### src/rtl/node_seq_mac.sv
// node_seq_mac: time-multiplexed neuron node.
//
// Streams an N_IN-element float32 activation vector, multiplies each beat by a
// runtime-loadable weight and accumulates the products onto BIAS through one
// shared multiplier and one shared adder (one beat per cycle). The finished,
// optionally ReLU-clamped, sum is presented on a valid/ready output.
//
// Ports
//   clk, rst            clock, synchronous active-high reset
//   w_wr_en/addr/data   weight RAM write port (addresses >= N_IN ignored)
//   in_valid/in_ready   activation stream handshake, in_data float32 beat,
//   in_data, in_last    in_last marks the sender's final beat
//   out_valid/out_ready result handshake, out_data float32 result
//   out_data
//   err_len             one-cycle pulse when in_last disagrees with the count
//   dbg_state           current FSM state (0 = ACC, 1 = DONE)
//
// Handshake: a transfer happens on a rising edge where valid and ready are
// both 1. A valid source holds its data until that edge; ready never depends
// combinationally on the opposite side's valid (in_ready is a function of the
// FSM state alone).
//
// Float arithmetic: IEEE-754 single precision, round-to-nearest-even.
// Subnormal inputs and results are flushed to signed zero; overflow goes to
// infinity; any NaN or invalid operation yields the quiet NaN 7FC00000.
module node_seq_mac #(
  parameter int          N_IN   = 15,
  parameter int          RELU   = 1,
  parameter logic [31:0] BIAS   = 32'h00000000,
  parameter logic [31:0] W_INIT = 32'hBE946670,
  localparam int         IW     = $clog2(N_IN)
) (
  input  logic          clk,
  input  logic          rst,
  input  logic          w_wr_en,
  input  logic [IW-1:0] w_wr_addr,
  input  logic [31:0]   w_wr_data,
  input  logic          in_valid,
  output logic          in_ready,
  input  logic [31:0]   in_data,
  input  logic          in_last,
  output logic          out_valid,
  input  logic          out_ready,
  output logic [31:0]   out_data,
  output logic          err_len,
  output logic          dbg_state
);

  localparam logic [31:0] QNAN = 32'h7FC00000;

  typedef enum logic {
    ST_ACC  = 1'b0,
    ST_DONE = 1'b1
  } state_e;

  // sig layout: [26] hidden one, [25:3] fraction, [2] guard, [1:0] round/sticky
  function automatic logic [31:0] round_pack(input logic sign,
                                             input logic signed [10:0] exp_in,
                                             input logic [26:0] sig);
    logic [24:0]        rnd;
    logic signed [10:0] e;
    logic               up;
    up  = sig[2] & ((|sig[1:0]) | sig[3]);
    rnd = {1'b0, sig[26:3]} + {24'd0, up};
    e   = exp_in;
    if (rnd[24]) begin
      e   = e + 11'sd1;
      rnd = rnd >> 1;
    end
    if (e >= 11'sd255)     round_pack = {sign, 8'hFF, 23'd0};
    else if (e <= 11'sd0)  round_pack = {sign, 31'd0};
    else                   round_pack = {sign, e[7:0], rnd[22:0]};
  endfunction

  function automatic logic [31:0] fmul(input logic [31:0] a, input logic [31:0] b);
    logic               sign;
    logic               a_zero, b_zero, a_inf, b_inf, a_nan, b_nan;
    logic [47:0]        prod;
    logic signed [10:0] e;
    logic [26:0]        sig;
    sign   = a[31] ^ b[31];
    a_zero = (a[30:23] == 8'h00);
    b_zero = (b[30:23] == 8'h00);
    a_inf  = (a[30:23] == 8'hFF) && (a[22:0] == 23'd0);
    b_inf  = (b[30:23] == 8'hFF) && (b[22:0] == 23'd0);
    a_nan  = (a[30:23] == 8'hFF) && (a[22:0] != 23'd0);
    b_nan  = (b[30:23] == 8'hFF) && (b[22:0] != 23'd0);
    prod   = {24'd0, 1'b1, a[22:0]} * {24'd0, 1'b1, b[22:0]};
    e      = $signed({3'b000, a[30:23]}) + $signed({3'b000, b[30:23]}) - 11'sd127;
    // Product of two [1,2) significands lies in [1,4): renormalise on bit 47.
    if (prod[47]) begin
      e   = e + 11'sd1;
      sig = {prod[47:22], |prod[21:0]};
    end else begin
      sig = {prod[46:21], |prod[20:0]};
    end
    if (a_nan || b_nan)                         fmul = QNAN;
    else if ((a_inf && b_zero) || (b_inf && a_zero)) fmul = QNAN;
    else if (a_inf || b_inf)                    fmul = {sign, 8'hFF, 23'd0};
    else if (a_zero || b_zero)                  fmul = {sign, 31'd0};
    else                                        fmul = round_pack(sign, e, sig);
  endfunction

  function automatic logic [4:0] lzc27(input logic [26:0] v);
    lzc27 = 5'd27;
    for (int i = 0; i < 27; i++) begin
      if (v[i]) lzc27 = 5'(26 - i);
    end
  endfunction

  function automatic logic [31:0] fadd(input logic [31:0] a, input logic [31:0] b);
    logic [31:0]        fa, fb, x, y;
    logic [26:0]        mx, my, my_sh, sig;
    logic [27:0]        s;
    logic [7:0]         d;
    logic [4:0]         lz;
    logic signed [10:0] e;
    fa = (a[30:23] == 8'h00) ? {a[31], 31'd0} : a;
    fb = (b[30:23] == 8'h00) ? {b[31], 31'd0} : b;
    // x always carries the larger magnitude, so the result takes its sign.
    if (fa[30:0] >= fb[30:0]) begin
      x = fa;
      y = fb;
    end else begin
      x = fb;
      y = fa;
    end
    d     = x[30:23] - y[30:23];
    mx    = {1'b1, x[22:0], 3'b000};
    my    = {1'b1, y[22:0], 3'b000};
    if (d >= 8'd27) begin
      my_sh = 27'd1;
    end else begin
      my_sh    = my >> d;
      my_sh[0] = my_sh[0] | (|(my & ~(27'h7FFFFFF << d)));
    end
    e   = $signed({3'b000, x[30:23]});
    sig = 27'd0;
    lz  = 5'd0;
    if (x[31] == y[31]) begin
      s = {1'b0, mx} + {1'b0, my_sh};
      if (s[27]) begin
        e   = e + 11'sd1;
        sig = {s[27:2], s[1] | s[0]};
      end else begin
        sig = s[26:0];
      end
    end else begin
      s   = {1'b0, mx} - {1'b0, my_sh};
      lz  = lzc27(s[26:0]);
      sig = s[26:0] << lz;
      e   = e - $signed({6'b000000, lz});
    end
    if ((fa[30:23] == 8'hFF && fa[22:0] != 23'd0) ||
        (fb[30:23] == 8'hFF && fb[22:0] != 23'd0))   fadd = QNAN;
    else if (x[30:23] == 8'hFF)
      fadd = (y[30:23] == 8'hFF && x[31] != y[31]) ? QNAN : x;
    else if (y[30:0] == 31'd0)
      fadd = (x[30:0] == 31'd0) ? {x[31] & y[31], 31'd0} : x;
    else if (s == 28'd0)                              fadd = 32'h00000000;
    else                                              fadd = round_pack(x[31], e, sig);
  endfunction

  // Weight RAM
  logic [31:0] w_q [N_IN];

  always_ff @(posedge clk) begin
    if (rst) begin
      for (int i = 0; i < N_IN; i++) w_q[i] <= W_INIT;
    end else if (w_wr_en && ({{(32-IW){1'b0}}, w_wr_addr} < 32'(N_IN))) begin
      w_q[w_wr_addr] <= w_wr_data;
    end
  end

  // Control and accumulator
  state_e        state_q, state_d;
  logic [IW-1:0] idx_q, idx_d;
  logic [31:0]   acc_q, acc_d;
  logic [31:0]   out_q, out_d;
  logic          err_q, err_d;

  logic [31:0]   prod, sum;
  logic          last_beat, accept;

  always_comb begin
    prod      = fmul(in_data, w_q[idx_q]);
    sum       = fadd((idx_q == '0) ? BIAS : acc_q, prod);
    last_beat = (idx_q == IW'(N_IN - 1));
    accept    = in_valid && (state_q == ST_ACC);
  end

  always_comb begin
    state_d = state_q;
    idx_d   = idx_q;
    acc_d   = acc_q;
    out_d   = out_q;
    err_d   = 1'b0;
    unique case (state_q)
      ST_ACC: begin
        if (accept) begin
          acc_d = sum;
          // in_last only flags a mismatch; the count alone delimits vectors.
          err_d = (in_last != last_beat);
          if (last_beat) begin
            idx_d   = '0;
            state_d = ST_DONE;
            out_d   = ((RELU != 0) && sum[31]) ? 32'h00000000 : sum;
          end else begin
            idx_d = idx_q + IW'(1);
          end
        end
      end
      ST_DONE: begin
        if (out_ready) state_d = ST_ACC;
      end
      default: state_d = ST_ACC;
    endcase
  end

  always_ff @(posedge clk) begin
    if (rst) begin
      state_q <= ST_ACC;
      idx_q   <= '0;
      acc_q   <= 32'h00000000;
      out_q   <= 32'h00000000;
      err_q   <= 1'b0;
    end else begin
      state_q <= state_d;
      idx_q   <= idx_d;
      acc_q   <= acc_d;
      out_q   <= out_d;
      err_q   <= err_d;
    end
  end

  assign in_ready  = (state_q == ST_ACC);
  assign out_valid = (state_q == ST_DONE);
  assign out_data  = out_q;
  assign err_len   = err_q;
  assign dbg_state = state_q;

endmodule
### config.mk
export PLATFORM = sky130hd
export DESIGN_NAME = node_seq_mac
export DESIGN_NICKNAME = d
export VERILOG_FILES = /design/src/rtl/node_seq_mac.sv
export SDC_FILE = /design/constraint.sdc
export NUM_CORES = 2
export LEC_CHECK = 0
export CAP_MARGIN = 20
export CORE_MARGIN = 5
export CORE_UTILIZATION = 40
export CTS_CLUSTER_DIAMETER = 40
export DETAILED_ROUTE_END_ITERATION = 12
export GPL_ROUTABILITY_DRIVEN = 0
export HOLD_SLACK_MARGIN = 0.1
export PLACE_DENSITY_LB_ADDON = 0.15
export SKIP_CTS_REPAIR_TIMING = 1
export SLEW_MARGIN = 40
export SYNTH_ARGS = -nofsm -noshare
export SYNTH_HDL_FRONTEND = slang
export SYNTH_SLANG_ARGS = --single-unit
### constraint.sdc
create_clock -name clk -period 94.9 [get_ports clk]
set_clock_uncertainty 0.2 [all_clocks]
set_input_delay 18.98 -clock clk [delete_from_list [all_inputs] [get_ports clk]]
set_output_delay 18.98 -clock clk [all_outputs]
set_load 0.005 [all_outputs]
==> impl_metrics.json <==
{
  "final_antenna_net_count": 0,
  "maxCapViolations": 0,
  "core_area_um2": 152000,
  "antenna_found_initial": 12,
  "min_delay_worst_endpoint": "acc_q[5]",
  "cts_tree": "done",
  "critPathLaunchType": "primary input",
  "cts.sinks": 585,
  "num_vias": 50100,
  "insertion_delay_ns": 0.64,
  "first_pass_iters": 7,
  "end_kind": "flop",
  "hpwl_um": 157000,
  "drc": 0,
  "r2r_cells": 91,
  "synthesis.instances": 6408,
  "drive_gt1_frac": 0.0949,
  "tightest_slew_ns": 0.900,
  "synthArstFlopShare": 0,
  "synth_area_um2": 60800,
  "initial_core_util": 0.401,
  "rsz0062_at_grt": "no",
  "worst_path_most_repeated_cell": "inv_1",
  "numCtsBuffers": 72,
  "grt_pass1_vias": 50100,
  "ys_ff_latch": 585,
  "grtUsageTotal": 0.269,
  "period_minus_slack_ns": 45.16,
  "crit_required_ns": 95.17,
  "pre_cts_ws_ns": 49.33,
  "die_w_um": 400,
  "wire_per_inst_um": 25.8,
  "period_share": 0.476,
  "hold_start": "acc_q[5]",
  "hold_violations": 0,
  "r2r_end": "acc_q[26]",
  "path_buf_inv": 16,
  "floorplan.die_area_um2": 160000,
  "overflow": 0,
  "rows": 143,
  "cts_root_buf": "clkbuf_16",
  "ys_seq_area_frac": 0.277,
  "cts_htree_levels": 3,
  "crit_arrival_ns": 45.43,
  "status": "complete, no violations",
  "drtIter0Drc": 5020,
  "final_cell_area_um2": 66800,
  "nets": 7205,
  "final_cell_mix": "inv_1 (694), nand2_1 (681), and2_1 (532)",
  "setup_tns_ns": 0,
  "routed_wl_um": 218000,
  "hold_class": "reg2reg",
  "setup_viol": 0,
  "timing.fmax_mhz": 22.1,
  "grt_start_max_net_pins": 88,
  "synth_cell_types": 134,
  "crit_slowest_cell": "or4_1",
  "slew_headroom": 0.400,
  "path_delay_family": "compound AO/OA/AOI/OAI gates",
  "final_common_cell": "inv_1",
  "synth_edf_count": 512,
  "min_path_cells": 2,
  "max_stage_delay_ns": 0.76,
  "numPortBuffers": 108,
  "avgViaCountPerCell": 5.93,
  "dpl_cell_area_um2": 64000,
  "die_h_um": 400,
  "cts_buffer_depth": 3,
  "rrSetupSlack_ns": 65.47,
  "cp_max_fo": 87,
  "synth_ff_type": "edfxtp_1",
  "setup_ws_ns": 49.74,
  "syn_avg_cell_area_um2": 9.48,
  "critical_path_class": "in2reg",
  "ioPinCount": 110,
  "slew_viol_final": 0,
  "clkTransAtPathRegs_ns": 0.05,
  "syn_to_final_growth_pct": 9.88,
  "grt_pass1_wl_um": 327000,
  "yosysWarnings": 0
}
cell type report:
type	instances	area, um2
tap	2030	2540
sequential	585	16800
inverter	704	2640
antenna	6	15.0
multi-input combinational	4754	40000
clock inverter	52	724
fill	14700	84800
clock buffer	79	1840
timing repair buffer	244	2130
stage by stage:
| stage | hold WS [ns] | cells | util |
|---|---|---|---|
| after detailed placement | 0.270 | 8314 | 0.423 |
| after floorplan | 0.217 | 6440 | - |
| final | 0.278 | 8454 | 0.440 |
| after global placement | 0.259 | 8314 | 0.422 |
| after global routing | 0.310 | 8448 | 0.440 |
| after CTS | 0.281 | 8445 | 0.440 |
flip-flops by register name, summed over array words and instances (netlist names), named ones only:
signal / flops
out_data: 31
err_len: 1
idx_q: 4
w_q: 512
dbg_state: 1
acc_q: 32
kinds of logic (layout without fill, tap and decap cells):
logic type,count (synthesis),count (layout),synth area share
other,1,39,0.0000617
AND/OR/NAND/NOR,2420,2420,0.206
adder cells (fa/ha/maj),771,771,0.219
AO/OA/AOI/OAI,1120,1120,0.129
multiplexers,249,249,0.0757
XOR/XNOR,161,161,0.0235
flip-flops,585,585,0.277
buffers and inverters,1101,1079,0.0697
cells in the mapped netlist, drive strengths merged (14+ instances only):
master     n  area, um2
mux2      29        330
a221oi    16        159
nor4      69        502
inv      699       2620
a22o      14        124
buf       81        404
a31oi     43        290
o221ai    14        123
and3      28        175
nand3    109        556
ha       285       3570
xor2      44        385
or4       17        131
o21ai    219       1120
mux4     165       3720
a21o      58        435
o31ai     36        304
o311ai    15        131
nand2    688       2590
a311oi    14        148
and2     536       3350
a21oi    228       1170
a211oi    68        515
edfxtp   512      15400
xnor2    116       1020
o22ai     23        144
o2111ai   17        149
mux2i     55        551
o211ai    65        498
nor2     391       1490
or2       39        244
a21boi    19        154
or3      215       1350
clkbuf   316       1190
a22oi     45        352
nand2b    99        619
nor2b     17        106
a41oi     14        123
dfxtp     73       1460
o21bai    27        203
fa       485       9710
nor3     103        542
nand4     56        372
a211o     14        123
o21a      29        218
tightest hold or removal path: cells and delay by family, from the launching register on:
kind             cells  cell delay [ns]
flip-flops           1             0.32
AND/OR/NAND/NOR      1             0.05
AO/OA/AOI/OAI        1             0.06
routing by layer:
metal,up-vias,share of wire,track usage
li1,22200,-,-
met1,25200,0.42,0.375
met2,2244,0.46,0.441
met3,435,0.078,0.0361
met4,6,0.032,0.0776
met5,-,0.00015,0
worst max path at each step:
stage	start	endpoint	slack [ns]	cells after the start
6_report	in_data[8]	acc_q[26]	49.74	90
3_3_place_gp	in_data[22]	acc_q[1]	49.54	88
4_1_cts	in_data[8]	acc_q[26]	49.89	89
3_5_place_dp	in_data[8]	acc_q[0]	49.33	88
5_1_grt	in_data[8]	out_data[26]	48.15	94
2_1_floorplan	in_data[7]	acc_q[0]	52.11	114
Power is left out: the tool's default activity adds up to more than one toggle a clock period on the data nets, which glitch-free logic cannot reach.
